--- src/rtl/fir_pkg.sv ---
// rtl/fir_pkg.sv - shared FSM state type and width helpers for the serial FIR
package fir_pkg;

    typedef enum logic [1:0] {
        ST_IDLE,
        ST_MAC,
        ST_OUT
    } state_e;

    // Sum of N products each DW+CW wide cannot overflow with log2(N) guard bits.
    function automatic int acc_width(input int dw, input int cw, input int n);
        return dw + cw + $clog2(n);
    endfunction

    function automatic int cnt_width(input int n);
        return (n < 2) ? 1 : $clog2(n);
    endfunction

endpackage

--- src/rtl/fir_round_sat.sv ---
// rtl/fir_round_sat.sv - round-half-up, arithmetic shift and clamp of the accumulator
module fir_round_sat #(
    parameter int ACC_WIDTH  = 35,
    parameter int DATA_WIDTH = 16,
    parameter int OUT_SHIFT  = 14
) (
    input  logic signed [ACC_WIDTH-1:0]  acc_i,
    output logic signed [DATA_WIDTH-1:0] y_o,
    output logic                         sat_o
);

    localparam logic signed [ACC_WIDTH-1:0] HALF =
        {{(ACC_WIDTH-1){1'b0}}, 1'b1} << (OUT_SHIFT - 1);
    localparam logic signed [ACC_WIDTH-1:0] MAX_V =
        {{(ACC_WIDTH-DATA_WIDTH+1){1'b0}}, {(DATA_WIDTH-1){1'b1}}};
    localparam logic signed [ACC_WIDTH-1:0] MIN_V =
        {{(ACC_WIDTH-DATA_WIDTH+1){1'b1}}, {(DATA_WIDTH-1){1'b0}}};

    logic signed [ACC_WIDTH-1:0] rounded;
    logic signed [ACC_WIDTH-1:0] shifted;

    assign rounded = acc_i + HALF;
    assign shifted = rounded >>> OUT_SHIFT;

    always_comb begin
        y_o   = shifted[DATA_WIDTH-1:0];
        sat_o = 1'b0;
        if (shifted > MAX_V) begin
            y_o   = MAX_V[DATA_WIDTH-1:0];
            sat_o = 1'b1;
        end else if (shifted < MIN_V) begin
            y_o   = MIN_V[DATA_WIDTH-1:0];
            sat_o = 1'b1;
        end
    end

endmodule

--- src/rtl/fir_serial_mac.sv ---
// rtl/fir_serial_mac.sv - N-tap FIR with a single time-shared multiply-accumulate
module fir_serial_mac
    import fir_pkg::*;
#(
    parameter int N_TAPS      = 8,
    parameter int DATA_WIDTH  = 16,
    parameter int COEFF_WIDTH = 16,
    parameter int OUT_SHIFT   = 14
) (
    input  logic                                  clk,
    input  logic                                  rst,
    input  logic                                  in_valid,
    output logic                                  in_ready,
    input  logic signed [DATA_WIDTH-1:0]          x_in,
    input  logic                                  coef_we,
    input  logic        [cnt_width(N_TAPS)-1:0]   coef_addr,
    input  logic signed [COEFF_WIDTH-1:0]         coef_data,
    input  logic                                  out_ready,
    output logic                                  out_valid,
    output logic signed [DATA_WIDTH-1:0]          y_out,
    output logic                                  sat_flag
);

    localparam int ACC_WIDTH  = acc_width(DATA_WIDTH, COEFF_WIDTH, N_TAPS);
    localparam int CNT_WIDTH  = cnt_width(N_TAPS);
    localparam int PROD_WIDTH = DATA_WIDTH + COEFF_WIDTH;
    localparam logic [CNT_WIDTH-1:0] K_LAST = CNT_WIDTH'(N_TAPS - 1);
    localparam logic [COEFF_WIDTH-1:0] H_UNITY =
        {{(COEFF_WIDTH-1){1'b0}}, 1'b1} << OUT_SHIFT;

    state_e                        state_q;
    logic signed [DATA_WIDTH-1:0]  x_q [N_TAPS];
    logic signed [COEFF_WIDTH-1:0] h_q [N_TAPS];
    logic signed [ACC_WIDTH-1:0]   acc_q;
    logic signed [ACC_WIDTH-1:0]   acc_d;
    logic        [CNT_WIDTH-1:0]   k_q;
    logic signed [DATA_WIDTH-1:0]  y_q;
    logic                          sat_q;
    logic signed [PROD_WIDTH-1:0]  prod;
    logic signed [DATA_WIDTH-1:0]  rs_y;
    logic                          rs_sat;

    // Operands widened to the full product width so the multiply is exact.
    assign prod = $signed({{COEFF_WIDTH{x_q[k_q][DATA_WIDTH-1]}}, x_q[k_q]})
                * $signed({{DATA_WIDTH{h_q[k_q][COEFF_WIDTH-1]}}, h_q[k_q]});
    assign acc_d = acc_q + {{(ACC_WIDTH-PROD_WIDTH){prod[PROD_WIDTH-1]}}, prod};

    // Fed from acc_d so the last product is included when OUT is entered.
    fir_round_sat #(
        .ACC_WIDTH (ACC_WIDTH),
        .DATA_WIDTH(DATA_WIDTH),
        .OUT_SHIFT (OUT_SHIFT)
    ) u_round_sat (
        .acc_i(acc_d),
        .y_o  (rs_y),
        .sat_o(rs_sat)
    );

    always_ff @(posedge clk or posedge rst) begin
        if (rst) begin
            state_q <= ST_IDLE;
            acc_q   <= '0;
            k_q     <= '0;
            y_q     <= '0;
            sat_q   <= 1'b0;
            for (int i = 0; i < N_TAPS; i++) begin
                x_q[i] <= '0;
                h_q[i] <= '0;
            end
            h_q[0] <= H_UNITY;
        end else begin
            case (state_q)
                ST_IDLE: begin
                    for (int i = 0; i < N_TAPS; i++) begin
                        if (coef_we && coef_addr == CNT_WIDTH'(i)) begin
                            h_q[i] <= coef_data;
                        end
                    end
                    if (in_valid) begin
                        x_q[0] <= x_in;
                        for (int i = 1; i < N_TAPS; i++) begin
                            x_q[i] <= x_q[i-1];
                        end
                        acc_q   <= '0;
                        k_q     <= '0;
                        state_q <= ST_MAC;
                    end
                end
                ST_MAC: begin
                    acc_q <= acc_d;
                    if (k_q == K_LAST) begin
                        y_q     <= rs_y;
                        sat_q   <= rs_sat;
                        state_q <= ST_OUT;
                    end else begin
                        k_q <= k_q + CNT_WIDTH'(1);
                    end
                end
                ST_OUT: begin
                    if (out_ready) begin
                        state_q <= ST_IDLE;
                    end
                end
                default: state_q <= ST_IDLE;
            endcase
        end
    end

    assign in_ready  = (state_q == ST_IDLE);
    assign out_valid = (state_q == ST_OUT);
    assign y_out     = y_q;
    assign sat_flag  = sat_q;

endmodule

--- config.mk ---
export PLATFORM = sky130hd
export DESIGN_NAME = fir_serial_mac
export DESIGN_NICKNAME = d
export VERILOG_FILES = /design/src/rtl/fir_pkg.sv /design/src/rtl/fir_round_sat.sv /design/src/rtl/fir_serial_mac.sv
export SDC_FILE = /design/constraint.sdc
export NUM_CORES = 2
export LEC_CHECK = 0
export ABC_AREA = 1
export CORE_MARGIN = 8
export CORE_UTILIZATION = 63
export CTS_BUF_LIST = sky130_fd_sc_hd__clkbuf_16
export DETAILED_ROUTE_END_ITERATION = 10
export DONT_BUFFER_PORTS = 1
export PLACE_DENSITY = 0.79
export SLEW_MARGIN = 20
export SYNTH_ARGS = -nofsm -noshare
export SYNTH_HDL_FRONTEND = slang
export SYNTH_SLANG_ARGS = --single-unit
--- constraint.sdc ---
create_clock -name clk -period 12.66 [get_ports clk]
set_input_delay 0.633 -clock clk [delete_from_list [all_inputs] [get_ports clk]]
set_output_delay 0.633 -clock clk [all_outputs]
set_load 0.02 [all_outputs]
== After elaboration in Yosys (flattened, before gate mapping) ==
Index checks and enable logic that the tools add are counted.
Storage, ports and cells
  bits in latches: 0
  word-level logic and storage cells: 86
  input port bits: 40
  memories kept: 0
  ROM bits: 0
  bits in registers: 313
  memory bits (writable): 0
  output and inout bits: 19
Operators by class
  div/mod/pow operators: 0
  $lt $le $gt $ge: 3
  shift-type cells: 0
  mux-type cells: 19
  reduce and logical (&&, ||, !) cells: 24
  equal/unequal tests: 14
  bitwise logic cells: 1
  add/sub/neg operators: 3
  multipliers: 1
Operators by type and width (count)
  16-bit binary-select mux with 3-bit select: 2
  16-bit two-way mux: 6
  35-bit case mux with 2 select lines: 1
  35-bit by 15-bit adder with 35-bit output (second input constant): 1
  35-bit adder: 1
  35-bit two-way mux: 1
  16-bit by 16-bit multiplier with 32-bit output: 1
  2-bit AND reduction: 11
  21-bit by 16-bit greater-than comparator with 1-bit output (second input constant): 1
  21-bit by 16-bit less-than comparator with 1-bit output (second input constant): 1
  3-bit equality test (second input constant): 5
  1-bit logical AND: 8
  2-bit inequality test (second input constant): 4
  3-bit by 2-bit equality test with 1-bit output (second input constant): 2
  2-bit two-way mux: 3
  3-bit two-way mux: 2
  2-bit case mux with 3 select lines: 1
  3-bit case mux with 2 select lines: 1
  3-bit AND reduction: 2
  4-bit greater-or-equal comparator (second input constant): 1
  3-bit NOT with 4-bit output: 1
  3-bit by 1-bit adder with 3-bit output (second input constant): 1
  3-bit by 1-bit equality test with 1-bit output (second input constant): 1
  3-bit zero test: 1
  5 further kinds: 6

== Logic depth before layout (Yosys ltp) ==
  depth in word-level cells: 10
  mapped depth: 59
  depth with buffers taken out: 55

== Hierarchy ==
Synthesis repeated with hierarchy kept, for this count alone.
Unflattened totals
  cell total of the unflattened synthesis: 3513
  area total of the unflattened synthesis: 27292.4 um^2
Modules (own cells, without submodules)
  fir_serial_mac: cells an instance 3363, area an instance 26459.1 um^2, sequential area each 7833.8 um^2, times used 1
  fir_round_sat: cells an instance 150, area an instance 833.3 um^2, sequential area each 0.0 um^2, times used 1

== Least setup slack after synthesis ==
No wires, ideal clock.
  path kind: flip-flop to flip-flop
  start: reg k_q[0]
  end: reg y_q[0], in the netlist y_out[0]
  setup time: 0.116 ns
  period minus slack after synthesis: 9.153 ns
  cell stages (with the launch flop): 53
  data arrival time: 9.037 ns
  buffers on the path: 5
  required time: 12.544 ns
  setup slack: 3.507 ns
  cell sequence: dfrtp_1 > clkbuf_1 > inv_2 > clkbuf_1 > clkbuf_1 > nor2_1 > o21ai_0 > nand2_1 > o21ai_1 > inv_1 > nor2_1 > inv_1 > fa_1 > fa_1 > inv_1 > fa_1 > fa_1 > fa_1 > [... 17 more ...] > nand2_1 > a21oi_1 > nand2_1 > nand2_1 > nand2_1 > nor2_1 > nand2_1 > nor2_1 > nand3_1 > nand2_1 > nand2_1 > nor2_1 > nand2_1 > nand2_2 > buf_6 > nand2_1 > nand2_1 > nand2_1
Between the ends
  cells in the longest elaborated chain, start to end: 10
  elaborated cells between the ends (all ways): 16
  classes of those cells: add/sub (2); mul (1); order compare (2); eq/ne (1); mux (8); bitwise (1); reduce/logical (1)
Ends and longest elaborated chain
  start, declared: RTL line fir_serial_mac.sv:36  | logic [CNT_WIDTH-1:0] k_q;
  start signal, assigned: RTL line fir_serial_mac.sv:96  | k_q <= k_q + CNT_WIDTH'(1);
  3-bit NOT with 4-bit output (not written as such): RTL line fir_serial_mac.sv:44, fir_serial_mac.sv:45
  16-bit binary-select mux with 3-bit select, on equally long branches: RTL line fir_serial_mac.sv:44, fir_serial_mac.sv:45
  16-bit two-way mux, on equally long branches (2 in a row): RTL line fir_serial_mac.sv:44, fir_serial_mac.sv:45
  16-bit by 16-bit multiplier with 32-bit output: RTL line fir_serial_mac.sv:45  | * $signed({{DATA_WIDTH{h_q[k_q][COEFF_WIDTH-1]}}, h_q[k_q]});
  35-bit adder: RTL line fir_serial_mac.sv:46  | assign acc_d = acc_q + {{(ACC_WIDTH-PROD_WIDTH){prod[PROD_WIDTH-1]}}, prod};
  35-bit by 15-bit adder with 35-bit output: RTL line fir_round_sat.sv:22  | assign rounded = acc_i + HALF;
  21-bit by 16-bit less-than comparator with 1-bit output: RTL line fir_round_sat.sv:31  | end else if (shifted < MIN_V) begin
  16-bit two-way mux: RTL line fir_round_sat.sv:31
  16-bit two-way mux: RTL line fir_round_sat.sv:28  | if (shifted > MAX_V) begin
  end signal, assigned: RTL line fir_serial_mac.sv:92  | y_q <= rs_y;
  end, declared: RTL line fir_serial_mac.sv:37  | logic signed [DATA_WIDTH-1:0] y_q;
Several ways; a longest one is shown, not always the timed one. The select of a mux whose other input is x is not followed.
A chain may end at the register's enable or synchronous reset.

== Worst setup path after layout ==
  start: reg k_q[0]
  end: reg y_q[9], in the netlist y_out[9]
Same word-level chain as after synthesis.

==> qor.txt <==
sequential fraction of the synthesis area: 28.88%
worst-path fanout max: 78
# IOs: 59
syn nets: 4042
crit end category: register
number of fill cells: 3601
area of the multi-input gates: 16230 sq um
EDFF count, synth: 0
first-pass GRT wire length: 121.2 mm
Synth Cell Area: 27130 sq um
Yosys top cell area share: 28.78%
r2r setup slk: 1.02 ns
total number of vias: 23285
CTS max path bufs: 3
fin nets: 3984
Worst-Margin Slew: 1.065 ns
critical path arrival: 12.08 ns
max_cap viols: 0
Vias/cell: 5.631
die width: 223.5 um
Core ar.: 42790 sq um
endpoints failing setup: 0
hold buffers post-CTS: 0
Root Driver: clkbuf_16
Area Growth Syn to Fin: 5.959%
CP Launch Point: k_q[0]
Initial Utilization: 63.40%
num rows: 76
Startpoint Class: register
total CTS buffers: 35
Final min period: 11.64 ns
commonest non-fill, non-tap cell in the layout: nand2_1
Critical Path Max Stage Delay: 0.80 ns
DRC: 0
Fin Setup TNS: 0 ns
async set or reset register ratio after synthesis: 100.0%
Max-slew headroom: 28.95%
post-synth top area cell: dfrtp_1
status: complete, no violations
Buffers on Ports: 0
RSZ-0062 raised after global routing: no
per-cell routed wire length: 18.01 um
htree depth: 2
vias in the first global route: 23314
Tcrit/Tclk final: 91.97%
CP most frequent cell: nand2_1
Distinct cells, synth: 47
die area: 49960 sq um
Worst Skew: 0.04411 ns
register area: 7836 sq um
initial antenna violation count: 1
Yosys warning count: 0
TritonCTS clock tree: done
fin. max-slew vios: 0
GRT Residual Overflow: 0
Clk Latency, worst-skew pair: 0.56 ns
all-layer global routing usage: 30.26%
Die Y: 223.5 um
post-route antenna net violation count: 0
final hold vios: 0
DP Wirelength: 56.19 mm
register bit count reported by yosys: 313
commonest non-fill, non-tap cells in the layout: 1010 x nand2_1, 673 x inv_1, 455 x o21ai_0
reg-to-reg endpoint: y_out[9]
Placer Congestion: 0.9885
mean area per synthesized cell: 7.494 sq um
Main synth FF type: dfrtp_1
post-cts sizing count: 0
dominant cells by area after synthesis: dfrtp_1 29%, fa_1 19%, nand2_1 14%
setup bufs post-CTS: 0
CTS sink count: 313
critical path type: register to register
CP required: 13.09 ns
initial drt markers: 2184
TritonRoute pass-1 iters: 8
WL final: 74.48 mm
Mapped Cells: 3620
Reg2Reg Depth: 53
Worst-path clk slew: 0.06 ns
FMAX: 85.88 MHz
CP max stage cell: o21ai_1
worst min path class: input port to async pin
share of cells above drive strength 1: 4.654%
largest net degree at the start of global routing: 112
FF-to-FF Start: k_q[0]
-- cell families (layout without fill, tap and decap cells) --
logic type	count (synthesis)	in the layout	share of synthesized area, %
and+or+nand+nor	1419	1419	21.13
buffers and inverters	818	786	11.41
AOI/OAI and AO/OA	635	635	11.98
adders and majority gates	382	382	24.90
DFF	313	313	28.88
xor gates and xnor gates	53	53	1.711
other	0	1	0
-- layout make-up --
| type | count | area share, % |
|---|---|---|
| Timing Repair Buffer | 45 | 1.258 |
| Clock inverter | 27 | 0.6311 |
| Clock buffer | 36 | 3.134 |
| Multi-Input combinational cell | 2489 | 56.44 |
| Sequential cell | 313 | 27.26 |
| Tap cell | 546 | 2.376 |
| Antenna cell | 1 | 0.008705 |
| Inverter | 678 | 8.888 |
-- Yosys cell counts (3+ instances only) --
cell and number:
nand3_2 3, nand3_1 67, a22o_1 3, xor2_1 29, inv_2 3, inv_1 668, nor3_1 5, xnor2_1 24
clkinv_1 7, a21oi_1 141, nor2_2 20, a21o_1 5, ha_1 119, clkbuf_1 122, fa_1 263, buf_6 3
nand2_1 1011, nand4_1 21, nand2_2 19, a31oi_1 5, buf_1 14, dfrtp_1 312, o21ai_0 457, nand3b_1 6
and2_1 5, nor2_4 5, o21ai_1 14, or2_2 7, nor2_1 241
-- registers in the layout, summed over array words and instances, names as in the netlist --
| name | count |
|---|---|
| h_q | 128 |
| x_q | 128 |
| acc_q | 35 |
| y_out | 16 |
| k_q | 3 |
| state_q | 2 |
| sat_flag | 1 |
-- worst max-delay path, delay by kind of cell (launching register included) --
kind	cells	cell delay, ns
adder cells (fa/ha/maj)	8	3.56
AND/OR/NAND/NOR	26	2.83
AO/OA/AOI/OAI	8	2.32
buffers and inverters	10	2.22
flip-flops	1	0.38
XOR/XNOR	1	0.16
-- worst max-delay path by stage --
stage	endpoint	slack [ns]
2_1_floorplan	acc_q[0]	3.37
3_3_place_gp	y_out[0]	1.28
3_5_place_dp	y_out[9]	1.05
4_1_cts	y_out[9]	1.03
5_1_grt	y_out[9]	0.06
6_report	y_out[9]	1.02
-- stage by stage --
stage	cells	hold slack, ns	util, %	setup slack [ns]	cell area (sq um)
2_1_floorplan	3620	0.4478	-	3.371	27130
3_3_place_gp	4070	0.4595	64.56	1.282	27630
3_5_place_dp	4070	0.4678	64.56	1.052	27630
4_1_cts	4133	0.07634	67.09	1.032	28710
5_1_grt	4135	0.1009	67.18	0.05600	28750
6_report	4135	0.01163	67.18	1.016	28750
-- routing by layer --
metal,global-route usage (%),part of all wire [%],vias up
met3,4.228,6.8,159
met2,49.28,47,928
met4,11.02,3.8,0
met5,0,0,-
li1,-,-,10940
met1,41.23,43,11258
Power is left out: the tool's default activity adds up to more than one toggle a clock period on the data nets, which glitch-free logic cannot reach.
